==> config.mk <==
export PLATFORM = sky130hd
export DESIGN_NAME = mem_rd_upsizer
export DESIGN_NICKNAME = d
export VERILOG_FILES = /design/src/rtl/sdram_ctrl_pkg.sv /design/src/rtl/stream_upsizer.sv /design/src/rtl/mem_rd_upsizer.sv
export SDC_FILE = /design/constraint.sdc
export NUM_CORES = 1
export LEC_CHECK = 0
export BUFFER_PORTS_ARGS = -buffer_cell sky130_fd_sc_hd__buf_2
export CAP_MARGIN = 20
export CORE_MARGIN = 10
export CORE_UTILIZATION = 46
export DETAILED_ROUTE_END_ITERATION = 7
export GPL_ROUTABILITY_DRIVEN = 1
export PLACE_DENSITY = 0.8
export SLEW_MARGIN = 10
export SYNTH_ARGS = -nofsm -noshare
export SYNTH_HDL_FRONTEND = slang
export SYNTH_HIERARCHICAL = 1
export SYNTH_SLANG_ARGS = --single-unit
==> constraint.sdc <==
create_clock -name clk -period 1.89 [get_ports clk]
set_clock_uncertainty 0.05 [all_clocks]
set_input_delay 0.0945 -clock clk [delete_from_list [all_inputs] [get_ports clk]]
set_output_delay 0.0945 -clock clk [all_outputs]
set_load 0.02 [all_outputs]
==> src/rtl/sdram_ctrl_pkg.sv <==
// Shared SDRAM controller definitions: read-upsizer FSM encoding and
// width helpers for the WB/memory width ratio (also used by the write downsizer).
package sdram_ctrl_pkg;

   typedef enum logic [1:0] {
      ST_IDLE  = 2'd0,
      ST_ISSUE = 2'd1,
      ST_WAIT  = 2'd2
   } rd_state_e;

   localparam int DEF_WB_DW  = 32;
   localparam int DEF_MEM_DW = 16;
   localparam int DEF_SCALE  = DEF_WB_DW / DEF_MEM_DW;
   localparam int DEF_CNT_W  = $clog2(DEF_SCALE);
   localparam int DEF_BOFF_W = $clog2(DEF_WB_DW / 8);

   // Beat counter width for a given width ratio.
   function automatic int cnt_w(input int wb_dw, input int mem_dw);
      return $clog2(wb_dw / mem_dw);
   endfunction

   // Number of byte-offset bits below an address of the given data width.
   function automatic int boff_w(input int dw);
      return $clog2(dw / 8);
   endfunction

endpackage

==> src/rtl/stream_upsizer.sv <==
// Collects SCALE narrow beats (low slice first) into one wide word.
// Ports: in_* narrow valid/ready stream, out_* wide valid/ready stream,
// load_o pulses in the cycle the last beat is accepted.
module stream_upsizer
   import sdram_ctrl_pkg::*;
#(
   parameter int DW_IN = 16,
   parameter int SCALE = 2
) (
   input  logic                   clk,
   input  logic                   rst,
   input  logic [DW_IN-1:0]       in_data_i,
   input  logic                   in_valid_i,
   output logic                   in_ready_o,
   output logic [SCALE*DW_IN-1:0] out_data_o,
   output logic                   out_valid_o,
   input  logic                   out_ready_i,
   output logic                   load_o
);

   localparam int CW = $clog2(SCALE);
   localparam int AS = (SCALE - 1) * DW_IN;

   logic [CW-1:0]          beat_cnt_q, beat_cnt_d;
   logic [AS-1:0]          asm_q, asm_d;
   logic [SCALE*DW_IN-1:0] data_q, data_d;
   logic                   valid_q, valid_d;
   logic                   acc, last;

   assign in_ready_o  = !rst && (!valid_q || out_ready_i);
   assign acc         = in_valid_i && in_ready_o;
   assign last        = (beat_cnt_q == CW'(SCALE - 1));
   assign load_o      = acc && last;
   assign out_data_o  = data_q;
   assign out_valid_o = valid_q;

   always_comb begin
      beat_cnt_d = beat_cnt_q;
      asm_d      = asm_q;
      data_d     = data_q;
      valid_d    = valid_q;
      if (valid_q && out_ready_i)
         valid_d = 1'b0;
      if (acc) begin
         if (last) begin
            // A take and a new last beat in one cycle keep valid high.
            data_d     = {in_data_i, asm_q};
            valid_d    = 1'b1;
            beat_cnt_d = '0;
         end else begin
            asm_d[beat_cnt_q*DW_IN +: DW_IN] = in_data_i;
            beat_cnt_d = beat_cnt_q + 1'b1;
         end
      end
   end

   always_ff @(posedge clk) begin
      if (rst) begin
         beat_cnt_q <= '0;
         asm_q      <= '0;
         data_q     <= '0;
         valid_q    <= 1'b0;
      end else begin
         beat_cnt_q <= beat_cnt_d;
         asm_q      <= asm_d;
         data_q     <= data_d;
         valid_q    <= valid_d;
      end
   end

endmodule

==> src/rtl/mem_rd_upsizer.sv <==
// Splits one WB-word read into SCALE narrow memory reads and returns the
// assembled word. Ports: s_* wishbone side command/data, m_* SDRAM side.
module mem_rd_upsizer
   import sdram_ctrl_pkg::*;
#(
   parameter int WB_DW  = DEF_WB_DW,
   parameter int MEM_DW = DEF_MEM_DW,
   parameter int AW     = 32
) (
   input  logic                          clk,
   input  logic                          rst,
   input  logic [AW-1:0]                 s_adr_i,
   input  logic                          s_cmd_valid_i,
   output logic                          s_cmd_ready_o,
   output logic [WB_DW-1:0]              s_data_o,
   output logic                          s_data_valid_o,
   input  logic                          s_data_ready_i,
   output logic                          m_we_o,
   output logic [AW+boff_w(WB_DW)-1:0]   m_adr_o,
   output logic                          m_cmd_valid_o,
   input  logic                          m_cmd_ready_i,
   input  logic [MEM_DW-1:0]             m_data_i,
   input  logic                          m_data_valid_i,
   output logic                          m_data_ready_o
);

   localparam int SCALE = WB_DW / MEM_DW;
   localparam int CW    = cnt_w(WB_DW, MEM_DW);
   localparam int MOFF  = boff_w(MEM_DW);
   localparam int OW    = AW + boff_w(WB_DW);

   rd_state_e     state_q, state_d;
   logic [CW-1:0] cmd_cnt_q, cmd_cnt_d;
   logic          cmd_valid, cmd_ready, accept, load;

   assign m_we_o        = 1'b0;
   assign m_cmd_valid_o = cmd_valid && !rst;
   assign s_cmd_ready_o = cmd_ready && !rst;
   assign accept        = m_cmd_valid_o && m_cmd_ready_i;
   // Word address, beat index, then the zero byte offset of a narrow beat.
   assign m_adr_o       = OW'({s_adr_i, cmd_cnt_q}) << MOFF;

   always_comb begin
      state_d   = state_q;
      cmd_cnt_d = cmd_cnt_q;
      cmd_valid = 1'b0;
      cmd_ready = 1'b0;
      unique case (state_q)
         ST_IDLE: begin
            if (s_cmd_valid_i)
               state_d = ST_ISSUE;
         end
         ST_ISSUE: begin
            cmd_valid = s_cmd_valid_i;
            if (accept) begin
               if (cmd_cnt_q == CW'(SCALE - 1)) begin
                  cmd_ready = 1'b1;
                  cmd_cnt_d = '0;
                  state_d   = ST_WAIT;
               end else begin
                  cmd_cnt_d = cmd_cnt_q + 1'b1;
               end
            end
         end
         ST_WAIT: begin
            if (load)
               state_d = ST_IDLE;
         end
         default: state_d = ST_IDLE;
      endcase
   end

   always_ff @(posedge clk) begin
      if (rst) begin
         state_q   <= ST_IDLE;
         cmd_cnt_q <= '0;
      end else begin
         state_q   <= state_d;
         cmd_cnt_q <= cmd_cnt_d;
      end
   end

   stream_upsizer #(
      .DW_IN (MEM_DW),
      .SCALE (SCALE)
   ) u_up (
      .clk         (clk),
      .rst         (rst),
      .in_data_i   (m_data_i),
      .in_valid_i  (m_data_valid_i),
      .in_ready_o  (m_data_ready_o),
      .out_data_o  (s_data_o),
      .out_valid_o (s_data_valid_o),
      .out_ready_i (s_data_ready_i),
      .load_o      (load)
   );

endmodule

==> results.md <==
* Core Util, Final at between 50% and 60%
* Critical path arrival at 1.31 ns
* Htree depth at 2
* Synth area leader: dfxtp_1
* Synth Area in XOR/XNOR at 0%
* Dpl cells at between 300 and 400
* Setup Viol. Count Final at 0
* Post-Synth Simple-Gate Area at approximately 5%
* TritonCTS buffer count at 5
* Post-CTS Setup Bufs at 0
* Post-synthesis mux area share at less than 1%
* Mapped Cells at 265
* Worst slew margin at 43.5%
* Worst flop-to-flop path startpoint: u_up/beat_cnt_q
* Max-slew violations at 0
* RSZ-0062 raised after global routing: false
* PwrDens at ~790 nW/um2
* Warnings from Yosys at 6
* TritonRoute pass-1 iters at 4
* Number of flops mapped to enable cells by yosys at 0
* Post-CTS Hold Fix Bufs at 4
* Max IR drop VDD at between 0.4 and 0.5 mV
* CP required at ~1.8 ns
* Diode count at 0
* Sink Count at between 50 and 60
* PnR Total Power at between 2 and 2.5 mW
* Die Y at between 90 and 100 um
* Avg WL per Cell at around 16 um
* Most frequent cells after synthesis: dfxtp_1 (53), o21ai_1 (48), o311ai_1 (46)
* Adder-cell share of the synthesized area at 0%
* Min Clock Period, post-route at 1.45 ns
* Vias in the first global route at roughly 1900
* Max FO, Critical Path at about 50
* Setup crit end kind: output pin
* Vias per cell at approximately 5.5
* Final worst-path cycle share at between 70% and 80%
* Via count at around 1900
* Max frequency at approximately 0.69 GHz
* Top cells by area, synth: dfxtp_1 (42%), o311ai_1 (16%), buf_4 (11%)
* Die width at 94.2 um
* Cell area after synthesis at 2530 um2
* ANT nets after route at 0
* Setup_tns at 0 ns
* Crit Path Class: reg -> out
* Area Overhead vs Synth at 4.06%
* Post-synthesis compound-gate area fraction at roughly 28%
* Layout Nets at about 330
* Final setup slack of the worst path at approximately 0.44 ns
* DRT iter0 DRCs at about 120
* Die ar. at ~8900 um2
* Register bit total from synthesis at 53
* Slew @ Worst Pin at ~0.85 ns
* Worst R2R End: u_up/asm_q[11]
* Synth top area share at about two fifths
* # fillers at ~530
* I/O pins at ~130
* Root Buffer: clkbuf_8
* RePlAce Congestion at between 0.7 and 0.8
* Hold Crit Start: m_data_i[15]
* Pre-CTS setup slack at roughly 0.52 ns
* Hold Fails Final Rpt at 0
* Initial antenna violation count at 0
* Fraction of layout cells with a size suffix above 1 at 29.9%
* CTS tree: built
* Main combinational cell family by area after synthesis: compound AO/OA/AOI/OAI gates
* GRT Total Usage at roughly 13%
* Yosys cell types at 28
* Largest net degree at the start of global routing at 50
* Worst hold path class: in -> reg
* Clock-pin slew on the worst setup and hold paths at roughly 0.090 ns
* Async S/R FF share, synth at 0%
* Register area share after synthesis at a little over two fifths
* Hold Path Sink: u_up/out_data_o[31]
* Fin cells at between 300 and 400
* Run status: complete, no violations
* Reg2Reg Depth at 3
* Final WL at 5640 um
* Post-CTS Resized at 0
* Type of origin of the critical path: flip-flop
* Synth Flop Type: dfxtp_1
* Placement Rows at 26
* Core area at between 5000 and 6000 um2
* Pleak at roughly 1.1 nW
* Grt total ovfl at 0
* First-pass GRT wire length at 9380 um
* Starting Density at about 50%
* WHS Path Cells at 3
* Post-DP HPWL at roughly 3700 um
* R2r setup slk at slightly above 0.5 ns
* Count leader, synth: dfxtp_1
* Remaining DRCs at 0
* Number of max-cap violations at 0
* CTS Buffer Depth at 2
* Clock Latency Late Sink at about 0.29 ns
* Avg Cell Area, Syn at around 9.5 um2
* IO Port Bufs at 58
state kept, by name, summed over array words and instances, names as in the netlist:
register and count:
u_up/out_data_o 32, u_up/asm_q 16, state_q 2, cmd_cnt_q 1
u_up/beat_cnt_q 1, u_up/out_valid_o 1
worst max path at each step:
stage | from | endpoint | slack (ns)
finish | u_up/out_valid_o | m_data_ready_o | 0.44
global route | u_up/out_valid_o | m_data_ready_o | 0.34
CTS | u_up/out_valid_o | m_data_ready_o | 0.42
detailed placement | u_up/beat_cnt_q | u_up/asm_q[10] | 0.52
global placement | u_up/beat_cnt_q | u_up/asm_q[15] | 0.56
floorplan | u_up/out_valid_o | state_q[1] | 0.29
cells by family after synthesis:
| group | count (synthesis) |
|---|---|
| DFF | 53 |
| muxes | 1 |
| other | 1 |
| buffers and inverters | 95 |
| AOI/OAI and AO/OA | 101 |
| and+or+nand+nor | 14 |
layout by cell type (no fill, tap or decap), types with 3 or more instances in the layout:
cell type / synthesis / routed
dlygate4sd3_1: 0 / 4
inv_2: 3 / 3
inv_1: 32 / 32
nor2_1: 3 / 3
dfxtp_1: 53 / 53
o21ai_1: 48 / 48
o311ai_1: 46 / 46
buf_2: 5 / 58
clkbuf_8: 0 / 7
through the flow:
step / hold WS, ns / instance area [um2]
6_report: 0.00352 / 2630
5_1_grt: 0.000233 / 2630
4_1_cts: 0.000636 / 2630
3_5_place_dp: 0.139 / 2490
3_3_place_gp: 0.139 / 2490
2_1_floorplan: 0.107 / 2530
power breakdown:
| group | internal, mW | switching (mW) | leakage (nW) | total [mW] |
|---|---|---|---|---|
| sequential | 1.16 | 0.0252 | 0.431 | 1.18 |
| clock | 0.332 | 0.347 | 0.0542 | 0.679 |
| combinational | 0.0758 | 0.150 | 0.644 | 0.226 |
area by class of cell:
| type | count | area [um2] | share of cell area, % |
|---|---|---|---|
| inverter | 36 | 138 | 5.23 |
| tap | 70 | 87.6 | 3.33 |
| sequential | 53 | 1060 | 40.3 |
| clock inverter | 1 | 5.00 | 0.190 |
| timing repair buffer | 66 | 385 | 14.6 |
| clock buffer | 7 | 96.3 | 3.66 |
| multi-input combinational | 118 | 860 | 32.7 |
metal layers:
layer  track usage [%]  part of all wire, %  vias to the layer above
met5                 0                    0                        -
met4              5.82                  1.8                        0
met3              4.72                  8.0                       19
met2              20.3                   46                       56
met1              15.1                   44                      891
li1                  -                    -                      947
critical path: stages, from the launching register on:
cell     delay, ns
dfxtp_1       0.37
nor2b_4       0.18
buf_12        0.24
nor2_1        0.06
buf_2         0.16
No activity file was read; power rests on OpenSTA's default activity.
